### src/rtl/w5300_bus_arbiter_pkg.sv
// Shared W5300 host-bus definitions: access field widths, the priority requester
// index and the arbiter state encoding.
package w5300_bus_arbiter_pkg;

  localparam int W5300_ADDR_W = 10;
  localparam int W5300_DATA_W = 16;
  localparam int REQ_IRQ      = 0;

  typedef enum logic [1:0] {
    IDLE  = 2'd0,
    ISSUE = 2'd1,
    WAIT  = 2'd2,
    DONE  = 2'd3
  } arb_state_t;

endpackage

### src/rtl/w5300_rr_pick.sv
// Combinational owner picker: the IRQ requester wins outright, otherwise
// round-robin over requesters 1..NUM_REQ-1 starting after last_rr.
module w5300_rr_pick
  import w5300_bus_arbiter_pkg::*;
#(
  parameter int NUM_REQ = 4,
  parameter int IDX_W   = 2
) (
  input  logic [NUM_REQ-1:0] req,
  input  logic [IDX_W-1:0]   last_rr,
  output logic [NUM_REQ-1:0] gnt
);

  localparam int unsigned N = NUM_REQ;

  logic [IDX_W:0] cand;
  logic           found;

  always_comb begin
    gnt   = '0;
    found = 1'b0;
    cand  = '0;
    if (req[REQ_IRQ]) begin
      gnt[REQ_IRQ] = 1'b1;
    end else begin
      // Candidates wrap within 1..N-1; last_rr = 0 (reset) starts the scan at 1.
      for (int unsigned o = 1; o < N; o++) begin
        cand = {1'b0, last_rr} + (IDX_W+1)'(o);
        if (cand >= (IDX_W+1)'(N)) cand = cand - (IDX_W+1)'(N - 1);
        if (!found && req[cand[IDX_W-1:0]]) begin
          gnt[cand[IDX_W-1:0]] = 1'b1;
          found                = 1'b1;
        end
      end
    end
  end

endmodule

### src/rtl/w5300_bus_arbiter.sv
// Arbiter in front of the single W5300 host-bus access engine: one register
// access at a time, IRQ requester on fixed priority, lockable ownership.
module w5300_bus_arbiter
  import w5300_bus_arbiter_pkg::*;
#(
  parameter int NUM_REQ = 4,
  parameter int TIMEOUT = 255
) (
  input  logic                                   clk,
  input  logic                                   rst_n,
  input  logic [NUM_REQ-1:0]                     req,
  input  logic [NUM_REQ-1:0]                     req_lock,
  input  logic [NUM_REQ*(W5300_ADDR_W+1)-1:0]    req_addr,
  input  logic [NUM_REQ*W5300_DATA_W-1:0]        req_wr_data,
  output logic [NUM_REQ-1:0]                     gnt,
  output logic [NUM_REQ-1:0]                     done,
  output logic                                   err,
  output logic [W5300_DATA_W-1:0]                rd_data,
  output logic                                   bus_start,
  output logic [W5300_ADDR_W:0]                  bus_addr,
  output logic [W5300_DATA_W-1:0]                bus_wr_data,
  input  logic                                   bus_done,
  input  logic [W5300_DATA_W-1:0]                bus_rd_data
);

  localparam int IDX_W = (NUM_REQ > 1) ? $clog2(NUM_REQ) : 1;
  localparam int ENT_W = W5300_ADDR_W + 1;
  localparam int CNT_W = (TIMEOUT > 1) ? $clog2(TIMEOUT + 1) : 1;

  arb_state_t              state_q, state_d;
  logic [NUM_REQ-1:0]      gnt_q, gnt_d;
  logic [IDX_W-1:0]        owner_q, owner_d;
  logic [IDX_W-1:0]        last_rr_q, last_rr_d;
  logic [CNT_W-1:0]        cnt_q, cnt_d;
  logic                    bus_start_q, bus_start_d;
  logic [ENT_W-1:0]        bus_addr_q, bus_addr_d;
  logic [W5300_DATA_W-1:0] bus_wr_data_q, bus_wr_data_d;
  logic [NUM_REQ-1:0]      done_q, done_d;
  logic                    err_q, err_d;
  logic [W5300_DATA_W-1:0] rd_data_q, rd_data_d;

  logic [NUM_REQ-1:0]      pick_gnt;
  logic [IDX_W-1:0]        pick_idx;
  logic [IDX_W-1:0]        sel;
  logic                    load;

  w5300_rr_pick #(
    .NUM_REQ (NUM_REQ),
    .IDX_W   (IDX_W)
  ) u_rr_pick (
    .req     (req),
    .last_rr (last_rr_q),
    .gnt     (pick_gnt)
  );

  always_comb begin
    pick_idx = '0;
    for (int unsigned i = 0; i < NUM_REQ; i++) begin
      if (pick_gnt[i]) pick_idx = IDX_W'(i);
    end
  end

  always_comb begin
    state_d       = state_q;
    gnt_d         = gnt_q;
    owner_d       = owner_q;
    last_rr_d     = last_rr_q;
    cnt_d         = cnt_q;
    bus_start_d   = 1'b0;
    bus_addr_d    = bus_addr_q;
    bus_wr_data_d = bus_wr_data_q;
    done_d        = '0;
    err_d         = 1'b0;
    rd_data_d     = rd_data_q;
    sel           = owner_q;
    load          = 1'b0;

    unique case (state_q)
      IDLE: begin
        if (gnt_q == '0) begin
          if (|req) begin
            gnt_d   = pick_gnt;
            owner_d = pick_idx;
            sel     = pick_idx;
            load    = 1'b1;
            state_d = ISSUE;
          end
        end else if (req[owner_q]) begin
          // Locked owner: issue straight from the hold so the next bus_start
          // lands two cycles after the previous done.
          load        = 1'b1;
          bus_start_d = 1'b1;
          cnt_d       = CNT_W'(TIMEOUT);
          state_d     = WAIT;
        end else if (!req_lock[owner_q]) begin
          gnt_d = '0;
        end
      end
      ISSUE: begin
        bus_start_d = 1'b1;
        cnt_d       = CNT_W'(TIMEOUT);
        state_d     = WAIT;
      end
      WAIT: begin
        if (bus_done) begin
          rd_data_d       = bus_rd_data;
          done_d[owner_q] = 1'b1;
          state_d         = DONE;
        end else if (cnt_q == '0) begin
          rd_data_d       = '0;
          done_d[owner_q] = 1'b1;
          err_d           = 1'b1;
          state_d         = DONE;
        end else begin
          cnt_d = cnt_q - 1'b1;
        end
      end
      DONE: begin
        if (!req_lock[owner_q]) begin
          gnt_d = '0;
          if (owner_q != IDX_W'(REQ_IRQ)) last_rr_d = owner_q;
        end
        state_d = IDLE;
      end
      default: state_d = IDLE;
    endcase

    if (load) begin
      bus_addr_d    = req_addr[int'(sel)*ENT_W +: ENT_W];
      bus_wr_data_d = req_wr_data[int'(sel)*W5300_DATA_W +: W5300_DATA_W];
    end
  end

  always_ff @(posedge clk or negedge rst_n) begin
    if (!rst_n) begin
      state_q       <= IDLE;
      gnt_q         <= '0;
      owner_q       <= '0;
      last_rr_q     <= '0;
      cnt_q         <= '0;
      bus_start_q   <= 1'b0;
      bus_addr_q    <= '0;
      bus_wr_data_q <= '0;
      done_q        <= '0;
      err_q         <= 1'b0;
      rd_data_q     <= '0;
    end else begin
      state_q       <= state_d;
      gnt_q         <= gnt_d;
      owner_q       <= owner_d;
      last_rr_q     <= last_rr_d;
      cnt_q         <= cnt_d;
      bus_start_q   <= bus_start_d;
      bus_addr_q    <= bus_addr_d;
      bus_wr_data_q <= bus_wr_data_d;
      done_q        <= done_d;
      err_q         <= err_d;
      rd_data_q     <= rd_data_d;
    end
  end

  assign gnt         = gnt_q;
  assign done        = done_q;
  assign err         = err_q;
  assign rd_data     = rd_data_q;
  assign bus_start   = bus_start_q;
  assign bus_addr    = bus_addr_q;
  assign bus_wr_data = bus_wr_data_q;

endmodule

### config.mk
export PLATFORM = sky130hd
export DESIGN_NAME = w5300_bus_arbiter
export DESIGN_NICKNAME = d
export VERILOG_FILES = /design/src/rtl/w5300_bus_arbiter_pkg.sv /design/src/rtl/w5300_rr_pick.sv /design/src/rtl/w5300_bus_arbiter.sv
export SDC_FILE = /design/constraint.sdc
export NUM_CORES = 1
export LEC_CHECK = 0
export BUFFER_PORTS_ARGS = -buffer_cell sky130_fd_sc_hd__buf_4
export CAP_MARGIN = 20
export CORE_UTILIZATION = 23
export CTS_CLUSTER_DIAMETER = 60
export DETAILED_ROUTE_END_ITERATION = 6
export HOLD_SLACK_MARGIN = 0.05
export PLACE_DENSITY_LB_ADDON = 0.12
export SLEW_MARGIN = 20
export SYNTH_ARGS = -nofsm -noshare
export SYNTH_HDL_FRONTEND = slang
export SYNTH_SLANG_ARGS = --single-unit
### constraint.sdc
create_clock -name clk -period 5.65 [get_ports clk]
set_input_delay 1.4125 -clock clk [delete_from_list [all_inputs] [get_ports clk]]
set_output_delay 1.4125 -clock clk [all_outputs]
set_load 0.005 [all_outputs]
# == Yosys cells after proc, flatten, opt, wreduce, memory -nomap -nowiden ==
# Index checks and enable logic that the tools add are counted.
# word_totals
romBits,0
ff_bits,67
word_cells,138
mem_count,0
latchBits,0
input_bits,135
ramBits,0
output_inout_bits,53
# classes
magnitude_cmp,11
n_bitwise,3
mux,71
n_div,0
mul,1
n_addsub,7
reduce_logical,21
n_shift,2
eq_ne,11
# ops
op,count
indexed part select 64 x 7 -> 16 bit,1
2-to-1 mux 4 bit,12
indexed part select 44 x 7 -> 11 bit,1
2-to-1 mux 16 bit,2
2-to-1 mux 2 bit,16
2-to-1 mux 8 bit,4
case mux 8 bit (3 select lines),1
2-to-1 mux 1 bit,23
less-than comparator 2 x 3 -> 1 bit (second input constant),4
!= test 3 bit (second input constant),4
binary-select mux 1 bit (select 2 bit),5
greater-or-equal comparator 3 bit (second input constant),3
AND reduction 3 bit,3
demux 1 bit (select 2 bit),4
greater-or-equal comparator 2 x 1 -> 1 bit (second input constant),4
zero test 8 bit,1
!= test 2 bit (second input constant),4
OR 4 bit,2
case mux 2 bit (4 select lines),1
case mux 4 bit (2 select lines),1
subtractor 8 x 1 -> 8 bit (second input constant),1
adder 2 x 2 -> 3 bit (second input constant),2
logical AND 1 bit,6
multiplier 2 x 4 -> 6 bit (second input constant),1
other kinds (15),21

# == Depth between registers and ports, before layout ==
# Gate-level depths: netlist of the first run.
# logic_depth
depth_word,24
ltp_mapped,12
ltp_nobuf,9

# == Cells and area by module ==
# From an unflattened synthesis of the first run, not the netlist that was laid out.
# hier_totals
hier_cells,383
area_unflattened_um2,4095.2
# by_module_without_submodules
module,area_per_inst_um2,seq_area_each_um2,cells_per_inst,n_inst
w5300_bus_arbiter,3842.4,1676.6,346,1
w5300_rr_pick,252.7,0.0,37,1

# == Worst setup path after synthesis of the first run ==
# OpenSTA, ideal clock, no wires.
# synth_path
path_type,input-to-reg
start,in req[2]
end,"reg bus_addr_q[0], in the netlist bus_addr[0]"
cell_stages,9
setup_ps,134
t_arrival_ps,3309
slack_ps,2207
n_path_buf,3
required_ps,5516
cell_sequence,buf_2 -> mux4_2 -> nor2b_4 -> a221oi_4 -> o221ai_2 -> nor2b_1 -> clkbuf_1 -> buf_2 -> a211oi_2
# synth_via
elab_chain_cells,20
word_cells_on_any_way,37
cone_classes,1 x mul; 1 x shift; 28 x mux; 2 x bitwise; 5 x reduce/logical
# synth_lines
element,line_no,text
from (decl),w5300_bus_arbiter.sv:11,"input logic [NUM_REQ-1:0] req,"
binary-select mux 1 bit (select 2 bit),w5300_rr_pick.sv:30,if (!found && req[cand[IDX_W-1:0]]) begin
2-to-1 mux 1 bit (not written as such),w5300_rr_pick.sv:30,
2-to-1 mux 1 bit,w5300_rr_pick.sv:30,
2-to-1 mux 1 bit,w5300_rr_pick.sv:23,if (req[REQ_IRQ]) begin
zero test 1 bit,w5300_rr_pick.sv:30,
logical AND 1 bit,w5300_rr_pick.sv:30,
2-to-1 mux 1 bit,w5300_rr_pick.sv:30,
2-to-1 mux 1 bit,w5300_rr_pick.sv:23,
[3 not listed],-,
2-to-1 mux 3 bit,w5300_rr_pick.sv:23,
2-to-1 mux 1 bit,w5300_bus_arbiter.sv:59,if (pick_gnt[i]) pick_idx = IDX_W'(i);
2-to-1 mux 2 bit (2 in a row),w5300_bus_arbiter.sv:59,
2-to-1 mux 2 bit,w5300_bus_arbiter.sv:81,if (|req) begin
2-to-1 mux 2 bit,-,
2-to-1 mux 2 bit,w5300_bus_arbiter.sv:78,unique case (state_q)
multiplier 2 x 4 -> 6 bit,w5300_bus_arbiter.sv:129,bus_addr_d = req_addr[int'(sel)*ENT_W +: ENT_W];
indexed part select 44 x 7 -> 11 bit,w5300_bus_arbiter.sv:129,
to (signal assigned),w5300_bus_arbiter.sv:154,bus_addr_q <= bus_addr_d;
to (decl),w5300_bus_arbiter.sv:36,"logic [ENT_W-1:0] bus_addr_q, bus_addr_d;"
# Parallel ways exist; a longest one is shown, timed or not. The select of a mux whose other input is x is not followed.
# A chain may end at the register's enable or synchronous reset.

# == Worst setup path after layout of the first run ==
# layout_path
start,in req[0]
end,"reg bus_addr_q[2], in the netlist bus_addr[2]"
# Same word-level chain as after synthesis.

==> results of run 1 <==
[power by group through the flow]
stage | clock (mW) | combinational (mW) | sequential, mW
6_report | 0.570 | 1.91 | 0.835
5_1_grt | 0.608 | 2.09 | 0.864
4_1_cts | 0.588 | 1.94 | 0.839
3_5_place_dp | 0 | 1.94 | 0.839
3_3_place_gp | 0 | 1.92 | 0.840
2_1_floorplan | 0 | 1.33 | 0.815
[registers in the layout, indices dropped and copies added, names as in the netlist]
signal and cells:
bus_addr 11, bus_start 1, bus_wr_data 16, cnt_q 8
done 4, err 1, gnt 4, last_rr_q 2
owner_q 2, rd_data 16, state_q 2
[synthesized netlist by cell type, drive strengths merged]
| master | n | share of area (%) |
|---|---|---|
| a211oi | 28 | 7.4 |
| buf | 16 | 3.3 |
| nand2 | 20 | 1.8 |
| a22o | 17 | 3.6 |
| a32o | 1 | 0.24 |
| nor2b | 4 | 0.78 |
| o211ai | 1 | 0.18 |
| mux2 | 1 | 0.27 |
| o21a | 6 | 1.1 |
| ha | 9 | 2.7 |
| o21ai | 10 | 1.2 |
| inv | 15 | 1.3 |
| nand4 | 1 | 0.15 |
| o221ai | 1 | 0.36 |
| nor3b | 2 | 0.36 |
| and2 | 30 | 4.5 |
| o22a | 2 | 0.42 |
| a31oi | 2 | 0.30 |
| nand2b | 2 | 0.30 |
| mux2i | 29 | 7.0 |
| o31ai | 1 | 0.18 |
| mux4 | 5 | 2.7 |
| a21o | 1 | 0.18 |
| nand3 | 5 | 0.60 |
| o21bai | 1 | 0.18 |
| or3 | 1 | 0.15 |
| o2111ai | 1 | 0.21 |
| nor3 | 8 | 1.1 |
| dfrtp | 67 | 40 |
| o32ai | 1 | 0.39 |
| a41oi | 1 | 0.21 |
| a32oi | 1 | 0.21 |
| or4 | 2 | 0.36 |
| a21oi | 3 | 0.36 |
| clkbuf | 12 | 1.1 |
| a2bb2oi | 1 | 0.21 |
| a221oi | 28 | 9.3 |
| o2bb2ai | 1 | 0.36 |
| xor2 | 2 | 0.42 |
| nor2 | 40 | 3.6 |
| a211o | 2 | 0.42 |
| nor4 | 2 | 0.30 |
[layout make-up]
cell class / instances / area [um2]
Multi-Input combinational cell: 273 / 2290
Clock buffer: 11 / 243
Clock inverter: 5 / 52.6
Sequential cell: 67 / 1680
Fill cell: 1775 / 11400
Inverter: 15 / 56.3
Tap cell: 225 / 282
Timing Repair Buffer: 191 / 1430
[per-stage QoR]
| stage | utilization (%) | cell area (um2) | total power [mW] | instances | worst slack, ns |
|---|---|---|---|---|---|
| floorplan | - | 4170 | 2.15 | 383 | 2.21 |
| global placement | 32.9 | 5740 | 2.76 | 771 | 1.55 |
| detailed placement | 32.9 | 5740 | 2.78 | 771 | 1.55 |
| CTS | 34.6 | 6040 | 3.37 | 787 | 1.90 |
| global route | 34.6 | 6040 | 3.57 | 787 | 1.73 |
| finish | 34.6 | 6040 | 3.31 | 787 | 1.89 |
[critical path, cell delays in order]
cell and delay, ns:
buf_4 0.16, mux4_2 0.53, o32ai_2 0.30, o21a_1 0.17, a211o_1 0.17, o2bb2ai_4 0.28
buf_4 0.46, mux2i_1 0.33, a211oi_2 0.10
[layer usage]
| layer | part of all wire [%] | track usage, % |
|---|---|---|
| met3 | 9.7 | 6.04 |
| met5 | 0 | 0 |
| met1 | 41 | 17.8 |
| met2 | 47 | 25.3 |
| met4 | 1.8 | 5.93 |
[worst min path at each step]
stage,from,endpoint,slack (ns)
floorplan,cnt_q[7],cnt_q[7],0.48
global placement,rd_data[2],rd_data[2],0.49
detailed placement,rd_data[4],rd_data[4],0.49
CTS,rd_data[13],rd_data[13],0.51
global route,rd_data[13],rd_data[13],0.52
finish,rd_data[0],rd_data[0],0.51
[cell families (layout without fill, tap and decap cells)]
kind of cell | Yosys count | in the layout | synth area share [%]
buffers and inverters | 43 | 222 | 5.76
AO/OA/AOI/OAI | 110 | 110 | 27.0
adder cells (fa/ha/maj) | 9 | 9 | 2.70
flip-flops | 67 | 67 | 40.2
multiplexers | 35 | 35 | 9.93
XOR/XNOR | 2 | 2 | 0.420
AND/OR/NAND/NOR | 117 | 117 | 14.0
==> flow_summary.ini, run 1 <==
[clocking]
cts_resized = 0
root_buffer = clkbuf_16
cts_tree = done
clkTransAtPathRegs_ns = 0.06
postCtsSetupRepairBufs = 0
insertion_delay_ns = 0.34
cts_buffers = 9
cts-hold-fix-buffers = 0
clock-sinks = 67
cts_max_level = 3
cts_buffer_depth = 2

[synth]
ys_warn_count = 0
seq_area_frac_synth_pct = 40.2
syn_area_um2 = 4170
synth_area_per_cell_um2 = 10.9
synth_fp_nets = 527
netlist_instances = 383
ys_seq_elements = 67
yosys.cell_types.count = 53

[finish]
final_common_cell = buf_4
nets = 701
antennaDiodeCount = 0
synthToLayoutAreaGrowth_pct = 44.8
layout-drive-gt1-share_pct = 47.0
final_cell_mix = buf_4 (191), dfrtp_1 (67), nor2_1 (40)

[hold_path]
holdPathStages = 1
hp-class = reg -> reg

[power_and_ir_drop]
power.density_nw_per_um2 = 549
p_leak_nw = 2.73
intPower_mw = 1.88
vdd_drop_max_v = 0.000155
net-switching-power_mw = 1.43
p_clk_share_pct = 17.2
p_comb_share_pct = 57.6
pwr-share-seq_pct = 25.2
switching_share_pct = 43.3

[timing]
finalSetupViolations = 0
fin_tns_setup_ns = 0
worst_pin_slew_ns = 1.02
max_freq_mhz = 266
finClkSkew_ns = 0.00691
drv_slew = 0
hold_slack_ns = 0.508
maxSlewHeadroom_pct = 31.7
hold_viol = 0
period_needed_ns = 3.76
rsz0062_at_grt = false
period_share_pct = 66.5

[worst_setup_path]
ff2ff_path_depth = 10
r2r_end = bus_addr[2]
required_ns = 5.82
cp.arrival_ns = 3.93
crit_fanout = 23
r2r_start = last_rr_q[0]
regToRegSetupSlack_ns = 2.19
cp-startpoint = req[0]
cp-end-kind = register
path_class = in -> reg
endpoint = bus_addr[2]
cp-start-kind = input pin

[placement]
gp_congestion = 0.795
dp.final_hpwl_um = 9970
portBuffers = 187

[floorplan]
core.rowCount = 48
initial_core_util_pct = 23.9
die-area_um2 = 18700
io_pins = 188
die_y_um = 137
coreArea_um2 = 17500
die_w_um = 137

[global_routing]
antenna_found_initial = 0
grt.overflow.total = 0
grt_pass1_vias = 4009
grt_max_degree = 68
grt_use_total_pct = 15.3
grt_pass1_wl_um = 21400

[drt]
route.detailed.drc = 0
num_vias = 3749
via_per_inst = 4.76
first_pass_iters = 4
ant_nets = 0
detail_route.wl_per_cell_um = 17.6
drt-total-wl_um = 13900
drt_iter0_markers = 248

[job]
cap_violations = 0

[status]
status = finished clean
No activity file was read; power rests on OpenSTA's default activity.
==> run 2, diff against run 1 <==
==> constraint.sdc (replaced) <==
create_clock -name clk -period 3.44 [get_ports clk]
set_input_delay 0.86 -clock clk [delete_from_list [all_inputs] [get_ports clk]]
set_output_delay 0.86 -clock clk [all_outputs]
set_load 0.005 [all_outputs]
==> flow_summary.ini, run 2 (synthesis results as in run 1) <==
[finish]
antennaDiodeCount = 0
postLayoutCellArea_um2 = 6190
fin_util_pct = 35.4
nets = 707
synthToLayoutAreaGrowth_pct = 48.4
final_cell_mix = buf_4 (195), dfrtp_1 (67), nor2_1 (40)
layout-drive-gt1-share_pct = 47.7
final_common_cell = buf_4
fillers = 1776

[drt]
num_vias = 3761
drt-total-wl_um = 13900
first_pass_iters = 4
detail_route.wl_per_cell_um = 17.5
drt_iter0_markers = 199
ant_nets = 0
via_per_inst = 4.74
route.detailed.drc = 0

[worst_setup_path]
crit_slowest_cell = mux4_2
cp.arrival_ns = 3.35
endpoint = bus_wr_data[2]
path_class = reg -> reg
ff2ff_path_depth = 10
path_cells = inv_1 -> ha_1 -> mux4_2 -> o32ai_2 -> o21a_1 -> a211o_1 -> o2bb2ai_4 -> buf_4 -> mux2i_1 -> a211oi_1
cp-end-kind = register
r2r_end = bus_wr_data[2]
crit_fanout = 10
r2r_start = last_rr_q[0]
critPathMaxStageDelay_ns = 0.59
regToRegSetupSlack_ns = 0.31
required_ns = 3.66
cp-start-kind = register
cp-startpoint = last_rr_q[0]

[floorplan]
core.rowCount = 48
io_pins = 188
die-area_um2 = 18700
die_w_um = 137
die_y_um = 137
coreArea_um2 = 17500
initial_core_util_pct = 23.9

[global_routing]
grt.overflow.total = 0
grt_pass1_vias = 4061
antenna_found_initial = 0
grt_pass1_wl_um = 21800
grt_max_degree = 68
grt_use_total_pct = 15.6

[placement]
dp.final_hpwl_um = 9920
portBuffers = 187
gp_congestion = 0.796
dpl_cell_area_um2 = 5810

[hold_path]
hold_path.startpoint = rd_data[0]
hp-class = reg -> reg
holdPathStages = 1

[timing]
drv_slew = 0
finClkSkew_ns = 0.0105
rsz0062_at_grt = false
max_freq_mhz = 319
hold_viol = 0
worst_pin_slew_ns = 0.901
period_needed_ns = 3.13
finalSetupViolations = 0
hold_slack_ns = 0.510
period_share_pct = 91.1
maxSlewHeadroom_pct = 39.9
fin_tns_setup_ns = 0

[power_and_ir_drop]
power.density_nw_per_um2 = 932
vdd_drop_max_v = 0.000342
p_leak_nw = 2.80

[clocking]
clkTransAtPathRegs_ns = 0.06
cts_buffers = 9
insertion_delay_ns = 0.34
cts_buffer_depth = 2
cts-hold-fix-buffers = 0
cts_resized = 0
postCtsSetupRepairBufs = 0
cts_tree = done
cts_max_level = 3
clock-sinks = 67
root_buffer = clkbuf_16

[job]
cap_violations = 0

[status]
status = finished clean
run 2: layer usage:
metal / routed length, um / GRT usage [%] / up-vias / part of all wire, %
met5: 0 / 0 / - / 0
met4: 223 / 6.79 / 0 / 1.6
met3: 1300 / 5.74 / 13 / 9.4
met2: 6660 / 25.5 / 144 / 48
met1: 5690 / 18.1 / 1807 / 41
li1: - / - / 1797 / -
run 2: where the power goes:
part,internal (mW),switching [mW],total (mW)
Clock,0.803,0.377,1.18
Combinational,1.47,1.75,3.22
Sequential,1.13,0.241,1.37
Total,3.40,2.37,5.77
run 2: per-stage QoR:
stage	cells	total power [mW]	setup slack, ns
4_1_cts	793	5.88	0.259
2_1_floorplan	383	3.53	0.549
5_1_grt	793	6.20	0.0916
3_3_place_gp	777	4.63	0.253
6_report	793	5.77	0.308
3_5_place_dp	777	4.66	0.172
run 2: area by class of cell:
class	instances	area (um2)	share of cell area, %
clock inverter	6	136	2.20
sequential	67	1680	27.1
clock buffer	10	239	3.86
timing repair buffer	197	1500	24.3
inverter	15	56.3	0.910
tap	225	282	4.55
multi-input combinational	273	2290	37.1
run 2: worst min path at each step:
stage / end / slack, ns
2_1_floorplan: cnt_q[7] / 0.48
6_report: rd_data[0] / 0.51
3_5_place_dp: rd_data[0] / 0.50
5_1_grt: rd_data[13] / 0.53
3_3_place_gp: rd_data[2] / 0.49
4_1_cts: rd_data[13] / 0.52
run 2: critical path, delay by kind of cell (launching register included):
kind | cells | cell delay [ns]
flip-flops | 1 | 0.39
AO/OA/AOI/OAI | 5 | 0.98
multiplexers | 2 | 0.86
adder cells (fa/ha/maj) | 1 | 0.41
buffers and inverters | 2 | 0.36
